`src/rtl/sensor_pkg.sv`:
```
// Shared code map, default debounce settings and the ILLEGAL-code legaliser
// for the sensor front end.
package sensor_pkg;

  typedef logic [1:0] code_t;

  localparam code_t CODE_IDLE = 2'b00;
  localparam code_t CODE_REQ  = 2'b01;
  localparam code_t CODE_CFM  = 2'b10;
  localparam code_t CODE_ILL  = 2'b11;

  localparam int DB_CYCLES_DEFAULT = 4;
  localparam int CNT_W_DEFAULT     = 4;

  // ILLEGAL never propagates past the synchroniser; it reads as IDLE.
  function automatic code_t legalise(input code_t c);
    return (c == CODE_ILL) ? CODE_IDLE : c;
  endfunction

endpackage

```
`src/rtl/sensor_if.sv`:
```
// Raw sensor inputs, freeze control and debounced codes exchanged between the
// sensor front end and its environment.
interface sensor_if;
  import sensor_pkg::*;

  code_t m_raw;
  code_t c_raw;
  code_t d_raw;
  logic  freeze;
  code_t MS;
  code_t CS;
  code_t DS;
  logic  chg;

  modport master (
    output m_raw, c_raw, d_raw, freeze,
    input  MS, CS, DS, chg
  );

  modport slave (
    input  m_raw, c_raw, d_raw, freeze,
    output MS, CS, DS, chg
  );

endinterface

```
`src/rtl/sensor_debounce.sv`:
```
// One sensor channel: two-flop synchroniser, ILLEGAL->IDLE legaliser and a
// candidate/counter debouncer producing a registered, glitch-free code.
module sensor_debounce
  import sensor_pkg::*;
#(
  parameter int DB_CYCLES = DB_CYCLES_DEFAULT,
  parameter int CNT_W     = CNT_W_DEFAULT
) (
  input  logic  clk,
  input  logic  rst,
  input  code_t raw,
  input  logic  freeze,
  output code_t code,
  output logic  updated
);

  localparam logic [CNT_W-1:0] CNT_LAST = CNT_W'(DB_CYCLES - 1);

  if (DB_CYCLES < 2 || DB_CYCLES > 15 || (1 << CNT_W) <= DB_CYCLES) begin : g_bad_params
    $error("sensor_debounce: DB_CYCLES must be 2..15 and fit in CNT_W bits");
  end

  code_t            s1;
  code_t            s2;
  code_t            cand;
  code_t            out;
  logic [CNT_W-1:0] cnt;
  code_t            legal;

  assign legal = legalise(s2);

  // The synchroniser keeps sampling while frozen so no stale data is resumed.
  always_ff @(posedge clk or negedge rst) begin
    if (!rst) begin
      s1 <= CODE_IDLE;
      s2 <= CODE_IDLE;
    end else begin
      s1 <= raw;
      s2 <= s1;
    end
  end

  always_ff @(posedge clk or negedge rst) begin
    if (!rst) begin
      cand <= CODE_IDLE;
      cnt  <= '0;
      out  <= CODE_IDLE;
    end else if (!freeze) begin
      if (legal != cand) begin
        cand <= legal;
        cnt  <= '0;
      end else if (cand != out) begin
        if (cnt == CNT_LAST) begin
          out <= cand;
          cnt <= '0;
        end else begin
          cnt <= cnt + CNT_W'(1);
        end
      end else begin
        cnt <= '0;
      end
    end
  end

  // High in the cycle whose closing edge loads a new value into out.
  assign updated = !freeze && (legal == cand) && (cand != out) && (cnt == CNT_LAST);
  assign code    = out;

endmodule

```
`src/rtl/sensor_encoder.sv`:
```
// Three independent debounced sensor channels (M, C, D) feeding the controller,
// plus a registered one-cycle strobe whenever any code changes.
module sensor_encoder
  import sensor_pkg::*;
#(
  parameter int DB_CYCLES = DB_CYCLES_DEFAULT,
  parameter int CNT_W     = CNT_W_DEFAULT
) (
  input logic     clk,
  input logic     rst,
  sensor_if.slave bus
);

  logic upd_m;
  logic upd_c;
  logic upd_d;
  logic chg_q;

  sensor_debounce #(.DB_CYCLES(DB_CYCLES), .CNT_W(CNT_W)) u_m (
    .clk     (clk),
    .rst     (rst),
    .raw     (bus.m_raw),
    .freeze  (bus.freeze),
    .code    (bus.MS),
    .updated (upd_m)
  );

  sensor_debounce #(.DB_CYCLES(DB_CYCLES), .CNT_W(CNT_W)) u_c (
    .clk     (clk),
    .rst     (rst),
    .raw     (bus.c_raw),
    .freeze  (bus.freeze),
    .code    (bus.CS),
    .updated (upd_c)
  );

  sensor_debounce #(.DB_CYCLES(DB_CYCLES), .CNT_W(CNT_W)) u_d (
    .clk     (clk),
    .rst     (rst),
    .raw     (bus.d_raw),
    .freeze  (bus.freeze),
    .code    (bus.DS),
    .updated (upd_d)
  );

  // Simultaneous channel updates collapse into a single strobe.
  always_ff @(posedge clk or negedge rst) begin
    if (!rst) begin
      chg_q <= 1'b0;
    end else begin
      chg_q <= !bus.freeze && (upd_m || upd_c || upd_d);
    end
  end

  assign bus.chg = chg_q;

endmodule

```
`src/flat_wrapper.sv`:
```
// flat-port wrapper written by rule: the top's interface ports become plain ports
module sensor_encoder_flat import sensor_pkg::*;
#(
  parameter int DB_CYCLES = DB_CYCLES_DEFAULT,
  parameter int CNT_W     = CNT_W_DEFAULT
)
  (clk, rst, bus_m_raw, bus_c_raw, bus_d_raw, bus_freeze, bus_MS, bus_CS, bus_DS, bus_chg);
  sensor_if bus_i ();
  input logic clk;
  input logic rst;
  input wire logic [$bits(bus_i.m_raw)-1:0] bus_m_raw;
  input wire logic [$bits(bus_i.c_raw)-1:0] bus_c_raw;
  input wire logic [$bits(bus_i.d_raw)-1:0] bus_d_raw;
  input wire logic [$bits(bus_i.freeze)-1:0] bus_freeze;
  output wire logic [$bits(bus_i.MS)-1:0] bus_MS;
  output wire logic [$bits(bus_i.CS)-1:0] bus_CS;
  output wire logic [$bits(bus_i.DS)-1:0] bus_DS;
  output wire logic [$bits(bus_i.chg)-1:0] bus_chg;
  assign bus_i.m_raw = bus_m_raw;
  assign bus_i.c_raw = bus_c_raw;
  assign bus_i.d_raw = bus_d_raw;
  assign bus_i.freeze = bus_freeze;
  assign bus_MS = bus_i.MS;
  assign bus_CS = bus_i.CS;
  assign bus_DS = bus_i.DS;
  assign bus_chg = bus_i.chg;
  sensor_encoder #(.DB_CYCLES(DB_CYCLES), .CNT_W(CNT_W)) u_core (.clk(clk), .rst(rst), .bus(bus_i));
endmodule
```
`config.mk`:
```
export PLATFORM = sky130hd
export DESIGN_NAME = sensor_encoder_flat
export DESIGN_NICKNAME = d
export VERILOG_FILES = /design/src/rtl/sensor_pkg.sv /design/src/rtl/sensor_if.sv /design/src/rtl/sensor_debounce.sv /design/src/rtl/sensor_encoder.sv /design/src/flat_wrapper.sv
export SDC_FILE = /design/constraint.sdc
export NUM_CORES = 1
export LEC_CHECK = 0
export CAP_MARGIN = 20
export CORE_MARGIN = 2
export CORE_UTILIZATION = 30
export CTS_BUF_LIST = sky130_fd_sc_hd__clkbuf_8
export DETAILED_ROUTE_END_ITERATION = 16
export PLACE_DENSITY = 0.56
export SYNTH_ARGS = -nofsm -noshare
export SYNTH_HDL_FRONTEND = slang
export SYNTH_HIERARCHICAL = 1
export SYNTH_SLANG_ARGS = --single-unit
```
`constraint.sdc`:
```
create_clock -name clk -period 1.5 [get_ports clk]
set_input_delay 0.15 -clock clk [delete_from_list [all_inputs] [get_ports clk]]
set_output_delay 0.15 -clock clk [all_outputs]
set_load 0.005 [all_outputs]
```
==> out/metrics.yaml, run 1 <==
run_status:
  outcome: "complete, no violations"
run:
  drv_cap: 0
clocking:
  cts_buffers: 5
  ctsLongestPathBuffers: 2
  cts_max_level: 2
  path_clk_slew_ps: 70
  clock_sinks: 37
  tritoncts: "yes"
  worstSkewPairLatency_ps: 290
  root_buffer: "clkbuf_8"
final_layout:
  syn_to_final_growth_pct: 42.1
  fillers: 561
  nets: 240
  finish.utilization_pct: 43.9
  drive_above_1_share_pct: 33.6
  design_area_um2: 2580
  antenna_cells: 0
sta:
  fin_ws_ps: 0.513
  fin_crit_ps: 1500
  skew_ps: 6.28
  report.final.slew_viol_count: 0
  worst_slew_pin_slew_ps: 478
  rsz0062_at_grt: "yes"
  setup_viol: 0
  fmax_mhz: 667
  fin_crit_sh_pct: 100
  hold_viol_final: 0
  relSlewSlack_pct: 68.1
grt:
  grt_pass1_vias: 1435
  groute.usage.overall_pct: 12.1
  busiest_layer: "met2"
  use_met2_pct: 18.9
  met3_usage_pct: 3.30
  grt_max_degree: 38
  overflow: 0
  grt_pass1_wl_um: 6180
  antenna_found_initial: 0
  gr-usage-met1_pct: 15.7
pwr:
  p_leak_uw: 0.00115
  ir_worst_vdd_uv: 472
  powerDensity_nw_per_um2: 1180
  total_power_uw: 3040
worst_setup_path:
  critPathMaxStageDelay_ps: 510
  reg2reg_setup_slack_ps: 0.5
  worstSetupStartpointType: "register"
  reg2reg_depth: 4
  reg2reg_from: "u_core/u_d/s2[0]"
  required_ps: 1710
  worstSetupPathType: "reg2reg"
  crit_chain: "xor2_1 -> or4_4 -> and4b_4 -> nor3_2"
  rr_endpoint: "u_core/u_d/cnt[3]"
  cp_top_family: "simple AND/OR/NAND/NOR gates"
  arrival_ps: 1710
  critPathMaxFanout: 4
  critPathCaptureType: "register"
  crit_buf_inv: 0
  crit_slowest_cell: "or4_4"
yosys:
  syn_area_um2: 1820
  synth_most_common_cell: "dfrtp_1"
  ys_ff_latch: 37
  synth.area.top_cells: "dfrtp_1, nand2b_1, mux2i_1"
  syn_area_per_cell_um2: 10.6
  syn_inst: 171
  yosysWarnings: 6
  ys_seq_area_share_pct: 51.0
  synth_top_cell_by_area: "dfrtp_1"
  synthArstFlopShare_pct: 100
  yosys.area.top_type_share_pct: 51.0
  synth_common_cells: "dfrtp_1, nor2_1, nand2b_1"
  syn_nets: 183
  ys.flop_type: "dfrtp_1"
  synth_cell_types: 25
  synth_enable_flop_cells: 0
routing:
  ant_nets: 0
  route.detailed.drc: 0
  viasPerCell: 4.65
  drtIter0Drc: 68
  vias: 1415
  wire_per_inst_um: 11.9
  drt-total-wl_um: 3620
  firstDrtPassIters: 4
place:
  io_buffers: 15
  dpl_cell_area_um2: 2310
  dp_hpwl_um: 2500
  place_congestion: 0.759
  pre_cts_slack_ps: -245
die:
  ioPinCount: 16
  core_um2: 5890
  die_area_um2: 6690
  die-width_um: 81.8
  initial_utilization_pct: 30.9
  die_h_um: 81.8
  row_count: 28
worst_hold_path:
  hold-path-cell-count: 1
  hold_end: "u_core/u_m/s1[1]"
  hold_path.class: "in2reg"
  min_from: "bus_m_raw[1]"
power breakdown:
part	leakage (uW)	internal (uW)	switching (uW)
Clock	0.0000519	309	333
Combinational	0.000635	633	501
Sequential	0.000466	1150	107
Total	0.00115	2100	941
layout by cell type (no fill, tap or decap), types with 7 or more instances in the layout:
master / count
o21ai_0: 9
clkdlybuf4s50_1: 14
nand2_1: 9
nor2_1: 11
nand2b_1: 15
inv_1: 9
dfrtp_1: 37
nor3_2: 7
mux2i_1: 9
buf_4: 36
area by class of cell:
type / instances / area [um^2] / share of cell area, %
Clock buffer: 5 / 68.8 / 2.66
Inverter: 6 / 22.5 / 0.872
Multi-Input combinational cell: 125 / 1020 / 39.6
Tap cell: 75 / 93.8 / 3.63
Sequential cell: 37 / 926 / 35.9
Clock inverter: 3 / 11.3 / 0.436
Timing Repair Buffer: 53 / 437 / 16.9
metrics by stage:
step / hold slack (ps) / cells / setup TNS [ps]
after global routing: 296 / 304 / -612
after global placement: 228 / 293 / -1190
after CTS: 289 / 302 / -396
final: 296 / 304 / 0
after detailed placement: 233 / 293 / -1630
after floorplan: -146 / 171 / 0
metal layers:
layer | vias up | wire length, um
met1 | 668 | 1790
met3 | 7 | 112
li1 | 723 | -
met4 | 0 | 65
met5 | - | 0
met2 | 17 | 1650
kinds of logic (layout without fill, tap and decap cells):
kind of cell	after synthesis	in the layout	share of synthesized area, %
xor+xnor	3	3	1.45
buf+inv	9	67	1.86
mux	9	9	4.96
fa+ha+maj	3	3	2.07
flops	37	37	51.0
compound gates	24	24	7.23
simple gates	86	86	31.5
worst max-delay path by stage:
stage / start / end / slack [ps] / cells after the start
3_3_place_gp: bus_freeze / u_core/u_m/code[0] / -190 / 4
5_1_grt: u_core/u_c/s2[0] / u_core/u_c/cnt[2] / -80 / 4
3_5_place_dp: bus_freeze / u_core/u_m/code[0] / -250 / 4
2_1_floorplan: u_core/u_c/s2[0] / u_core/u_c/cnt[3] / 30 / 4
6_report: u_core/u_d/s2[0] / u_core/u_d/cnt[3] / 0.5 / 4
4_1_cts: u_core/u_c/s2[0] / u_core/u_c/cnt[0] / -40 / 4
registers in the layout, indices dropped and copies added, names as in the netlist:
signal / flops
u_core/u_c/s1: 2
u_core/u_m/s1: 2
u_core/u_c/cnt: 4
u_core/u_m/cnt: 4
u_core/u_c/cand: 2
u_core/u_c/s2: 2
u_core/u_c/code: 2
u_core/u_m/s2: 2
u_core/u_d/cnt: 4
u_core/bus.chg: 1
u_core/u_d/code: 2
u_core/u_d/cand: 2
u_core/u_m/code: 2
u_core/u_d/s1: 2
u_core/u_d/s2: 2
u_core/u_m/cand: 2
timing repair:
item	in CTS	in global routing
endpoints found under the hold margin	37	0
pin swaps	15	18
hold buffers	1	0
gates resized for setup	9	22
buffers inserted	0	2
endpoints found under the setup margin	11	19
Note: power is estimated with default switching activity, not from simulation.
==> inputs of run 2 (changes only) <==
--- a/config.mk
+++ b/config.mk
@@ -7,11 +7,13 @@
 export LEC_CHECK = 0
 export CAP_MARGIN = 20
 export CORE_MARGIN = 2
-export CORE_UTILIZATION = 30
+export CORE_UTILIZATION = 45
 export CTS_BUF_LIST = sky130_fd_sc_hd__clkbuf_8
 export DETAILED_ROUTE_END_ITERATION = 16
-export PLACE_DENSITY = 0.56
+export PLACE_DENSITY = 0.74
+export SKIP_CTS_REPAIR_TIMING = 1
 export SYNTH_ARGS = -nofsm -noshare
 export SYNTH_HDL_FRONTEND = slang
 export SYNTH_HIERARCHICAL = 1
 export SYNTH_SLANG_ARGS = --single-unit
+export TNS_END_PERCENT = 20
==> run 2 against run 1 <==
Clock skew grew 5.4 ps. Register-to-register slack worse by 90 ps. Cell count is 10% lower. Largest power group unchanged. First-iteration DRC count increased by 29%. Critical endpoint is now u_core/u_c/cnt[2]. The run now ends with negative setup slack left. Critical path type unchanged.
==> out/metrics.yaml, run 2 (synthesis gave the netlist of run 1 again) <==
pwr:
  powerDensity_nw_per_um2: 1270
  ir_worst_vdd_uv: 527
  p_leak_uw: 0.00114
  total_power_uw: 3160
grt:
  grt_pass1_wl_um: 6190
  antenna_found_initial: 0
  overflow: 0
  grt_max_degree: 20
  groute.usage.overall_pct: 18.2
  grt_pass1_vias: 1446
final_layout:
  antenna_cells: 0
  nets: 234
  fillers: 298
  syn_to_final_growth_pct: 37.5
  drive_above_1_share_pct: 29.1
  final_common_cell: "dfrtp_1"
  finalNonFillerCells: 273
  top_regs: "u_core/u_c/cnt x4, u_core/u_d/cnt x4, u_core/u_m/cnt x4"
  layout_common_cells: "dfrtp_1, buf_4, nand2b_1"
place:
  place_congestion: 0.781
  dp_hpwl_um: 2640
  dp.cells: 264
  pre_cts_slack_ps: -301
  io_buffers: 15
sta:
  rsz0062_at_grt: "yes"
  fin_crit_ps: 1590
  relSlewSlack_pct: 68.6
  fmax_mhz: 629
  setup_viol: 7
  hold_ws_ps: 299
  fin_ws_ps: -89.4
  skew_ps: 11.7
  report.final.slew_viol_count: 0
  fin_crit_sh_pct: 106
  worst_slew_pin_slew_ps: 470
  hold_viol_final: 0
die:
  die_area_um2: 4560
  die-width_um: 67.5
  ioPinCount: 16
  core_um2: 3940
  die_h_um: 67.5
  row_count: 23
  initial_utilization_pct: 46.1
run:
  drv_cap: 0
worst_setup_path:
  required_ps: 1710
  cp_top_family: "simple AND/OR/NAND/NOR gates"
  critPathMaxStageDelay_ps: 500
  arrival_ps: 1800
  crit_buf_inv: 0
  critPathMaxFanout: 4
  crit_slowest_cell: "or4_4"
  critPathCaptureType: "register"
  worstSetupPathType: "reg2reg"
  worstSetupStartpointType: "register"
  crit_chain: "xor2_1 -> or4_4 -> and4b_4 -> nor3_4"
clocking:
  clock_sinks: 37
  ctsLongestPathBuffers: 2
  cts_buffers: 5
  worstSkewPairLatency_ps: 290
  path_clk_slew_ps: 80
  root_buffer: "clkbuf_8"
  cts_max_level: 2
  tritoncts: "yes"
worst_hold_path:
  hold_path.class: "in2reg"
run_status:
  outcome: "finished with violations"
  violations: "negative setup slack"
routing:
  drt-total-wl_um: 3690
  ant_nets: 0
  viasPerCell: 5.26
  route.detailed.drc: 0
  vias: 1437
  wire_per_inst_um: 13.5
  firstDrtPassIters: 4
  drtIter0Drc: 88
==> run 2: metrics by stage <==
step | setup TNS, ps | utilization (%) | area (um^2)
floorplan | 0 | - | 1820
global placement | -1320 | 57.3 | 2260
CTS | -506 | 60.2 | 2370
detailed placement | -2140 | 57.3 | 2260
finish | -310 | 63.3 | 2500
global route | -1170 | 63.3 | 2500
==> run 2: cell type report <==
type | count | area [um^2] | share of cell area (%)
multi-input combinational | 125 | 970 | 38.8
tap | 50 | 62.6 | 2.51
timing repair buffer | 47 | 400 | 16.0
clock inverter | 2 | 33.8 | 1.35
inverter | 6 | 22.5 | 0.902
clock buffer | 6 | 82.6 | 3.31
sequential | 37 | 926 | 37.1
==> run 2: path summary, 6_finish.rpt <==
path | startpoint | endpoint | slack (ps) | cells past startpoint
setup reg to reg | u_core/u_c/s2[0] | u_core/u_c/cnt[2] | -90 | 4
max in group asynchronous | rst | u_core/u_c/cnt[0] | 680 | 3
setup / recovery | u_core/u_c/s2[0] | u_core/u_c/cnt[2] | -90 | 4
hold reg to reg | u_core/u_d/s1[0] | u_core/u_d/s2[0] | 340 | 0
min in group asynchronous | rst | u_core/u_m/s1[1] | 340 | 2
hold / removal | bus_m_raw[1] | u_core/u_m/s1[1] | 300 | 1
==> run 2: metal layers <==
metal / vias to the layer above / routed length, um / global-route usage [%]
met1: 696 / 1630 / 22.1
met2: 23 / 1880 / 30.8
met4: 0 / 61 / 6.12
met3: 8 / 116 / 5.50
met5: - / 0 / 0
li1: 710 / - / -
==> run 2: worst reg2reg max path: stages (launching register included) <==
cell and delay, ps:
dfrtp_1 390, xor2_1 180, or4_4 500, and4b_4 250, nor3_4 190
==> run 2: power breakdown <==
| group | switching [uW] | total [uW] | internal, uW |
|---|---|---|---|
| Combinational | 467 | 1020 | 549 |
| Sequential | 112 | 1260 | 1150 |
| Clock | 348 | 883 | 535 |
| Total | 927 | 3160 | 2240 |
==> inputs of run 3 (changes only) <==
--- a/config.mk
+++ b/config.mk
@@ -5,12 +5,14 @@
 export SDC_FILE = /design/constraint.sdc
 export NUM_CORES = 1
 export LEC_CHECK = 0
+export ABC_AREA = 0
 export CAP_MARGIN = 20
 export CORE_MARGIN = 2
 export CORE_UTILIZATION = 45
 export CTS_BUF_LIST = sky130_fd_sc_hd__clkbuf_8
 export DETAILED_ROUTE_END_ITERATION = 16
 export PLACE_DENSITY = 0.74
+export SETUP_SLACK_MARGIN = 0.05
 export SKIP_CTS_REPAIR_TIMING = 1
 export SYNTH_ARGS = -nofsm -noshare
 export SYNTH_HDL_FRONTEND = slang
==> run 3 against run 2 <==
Highest routed layer unchanged. Die area unchanged. Cell area about the same. Routed wire length up 8.1%. Largest power group unchanged. Critical path depth unchanged. Non-clock buffer count up 1. Clock skew down 6.9 ps. Via count up 2.2%. Global-route usage down 0.24 points. Critical path type unchanged. Largest cell class unchanged. The flow still finishes with violations (negative setup slack).
==> out/metrics.yaml, run 3 (synthesis gave the netlist of run 1 again) <==
routing:
  ant_nets: 0
  drt-total-wl_um: 3990
  wire_per_inst_um: 14.6
  vias: 1469
  viasPerCell: 5.38
  route.detailed.drc: 0
  drtIter0Drc: 118
  firstDrtPassIters: 4
die:
  core_um2: 3940
  row_count: 23
  ioPinCount: 16
  initial_utilization_pct: 46.1
  die_h_um: 67.5
  die_area_um2: 4560
  die-width_um: 67.5
final_layout:
  top_regs: "u_core/u_c/cnt x4, u_core/u_d/cnt x4, u_core/u_m/cnt x4"
  drive_above_1_share_pct: 31.8
  antenna_cells: 0
  fillers: 306
  nets: 235
  syn_to_final_growth_pct: 37.4
  final_common_cell: "dfrtp_1"
  layout_common_cells: "dfrtp_1, buf_4, nand2b_1"
  finish.utilization_pct: 63.3
grt:
  grt_max_degree: 38
  grt_pass1_vias: 1477
  antenna_found_initial: 0
  grt_pass1_wl_um: 6100
  overflow: 0
  groute.usage.overall_pct: 18.0
sta:
  report.final.slew_viol_count: 0
  fin_crit_sh_pct: 106
  worst_slew_pin_slew_ps: 468
  hold_viol_final: 0
  fin_crit_ps: 1580
  fin_ws_ps: -84.1
  rsz0062_at_grt: "yes"
  setup_viol: 10
  fmax_mhz: 631
  skew_ps: 4.82
  relSlewSlack_pct: 68.8
clocking:
  tritoncts: "yes"
  clock_sinks: 37
  cts_max_level: 2
  worstSkewPairLatency_ps: 280
  cts_buffers: 5
  root_buffer: "clkbuf_8"
  path_clk_slew_ps: 70
  ctsLongestPathBuffers: 2
place:
  pre_cts_slack_ps: -269
  io_buffers: 15
  dp_hpwl_um: 2680
  place_congestion: 0.806
worst_setup_path:
  critPathMaxFanout: 4
  required_ps: 1700
  arrival_ps: 1780
  worstSetupPathType: "reg2reg"
  reg2reg_from: "u_core/u_c/s2[0]"
  worstSetupStartpointType: "register"
  reg2reg_setup_slack_ps: -80
  crit_start: "u_core/u_c/s2[0]"
  critPathCaptureType: "register"
worst_hold_path:
  min_from: "bus_m_raw[1]"
  hold_path.class: "in2reg"
run:
  drv_cap: 0
pwr:
  ir_worst_vdd_uv: 746
  p_leak_uw: 0.00113
  powerDensity_nw_per_um2: 1210
run_status:
  outcome: "finished with violations"
  violations: "negative setup slack"
run 3: path summary, 6_finish.rpt:
path	end	cells past startpoint
min in group asynchronous	u_core/u_c/s2[1]	3
hold reg to reg	u_core/u_m/s2[0]	0
max in group asynchronous	u_core/u_c/s2[0]	3
hold / removal	u_core/u_m/s1[1]	1
setup reg to reg	u_core/u_c/cnt[2]	4
setup / recovery	u_core/u_c/cnt[2]	4
run 3: layout make-up:
| cell class | instances | area [um^2] | share of cell area (%) |
|---|---|---|---|
| clock buffers | 6 | 82.6 | 3.31 |
| clock inverters | 1 | 3.75 | 0.150 |
| inverters | 6 | 22.5 | 0.902 |
| multi-input cells | 125 | 1000 | 40.1 |
| flip-flops and latches | 37 | 926 | 37.1 |
| well taps | 50 | 62.6 | 2.51 |
| repair buffers | 48 | 398 | 15.9 |
run 3: where the power goes:
group / internal [uW] / switching, uW / leakage [uW]
clock network: 357 / 320 / 0.0000485
registers: 1150 / 137 / 0.000466
logic: 567 / 484 / 0.000614
total: 2080 / 941 / 0.00113
run 3: through the flow:
| stage | cell area (um^2) | power, uW | std cells | setup TNS [ps] | hold slack, ps |
|---|---|---|---|---|---|
| finish | 2500 | 3020 | 273 | -450 | 306 |
| global route | 2500 | 3220 | 273 | -1170 | 296 |
| CTS | 2340 | 2900 | 272 | -522 | -83.7 |
| detailed placement | 2250 | 2210 | 265 | -1610 | 222 |
| global placement | 2250 | 2140 | 265 | -1230 | 211 |
| floorplan | 1820 | 1750 | 171 | 0 | -146 |
run 3: metal layers:
layer	track usage (%)	vias up	share of wire [%]
met5	0	-	0
met4	6.38	0	0.95
met3	4.00	5	3.7
met2	33.7	37	56
met1	19.6	720	40
li1	-	707	-
run 3: critical path: stages (launching register included):
cell,delay (ps)
dfrtp_1,390
xor2_1,180
or4_4,520
and4b_4,250
nor3_2,170
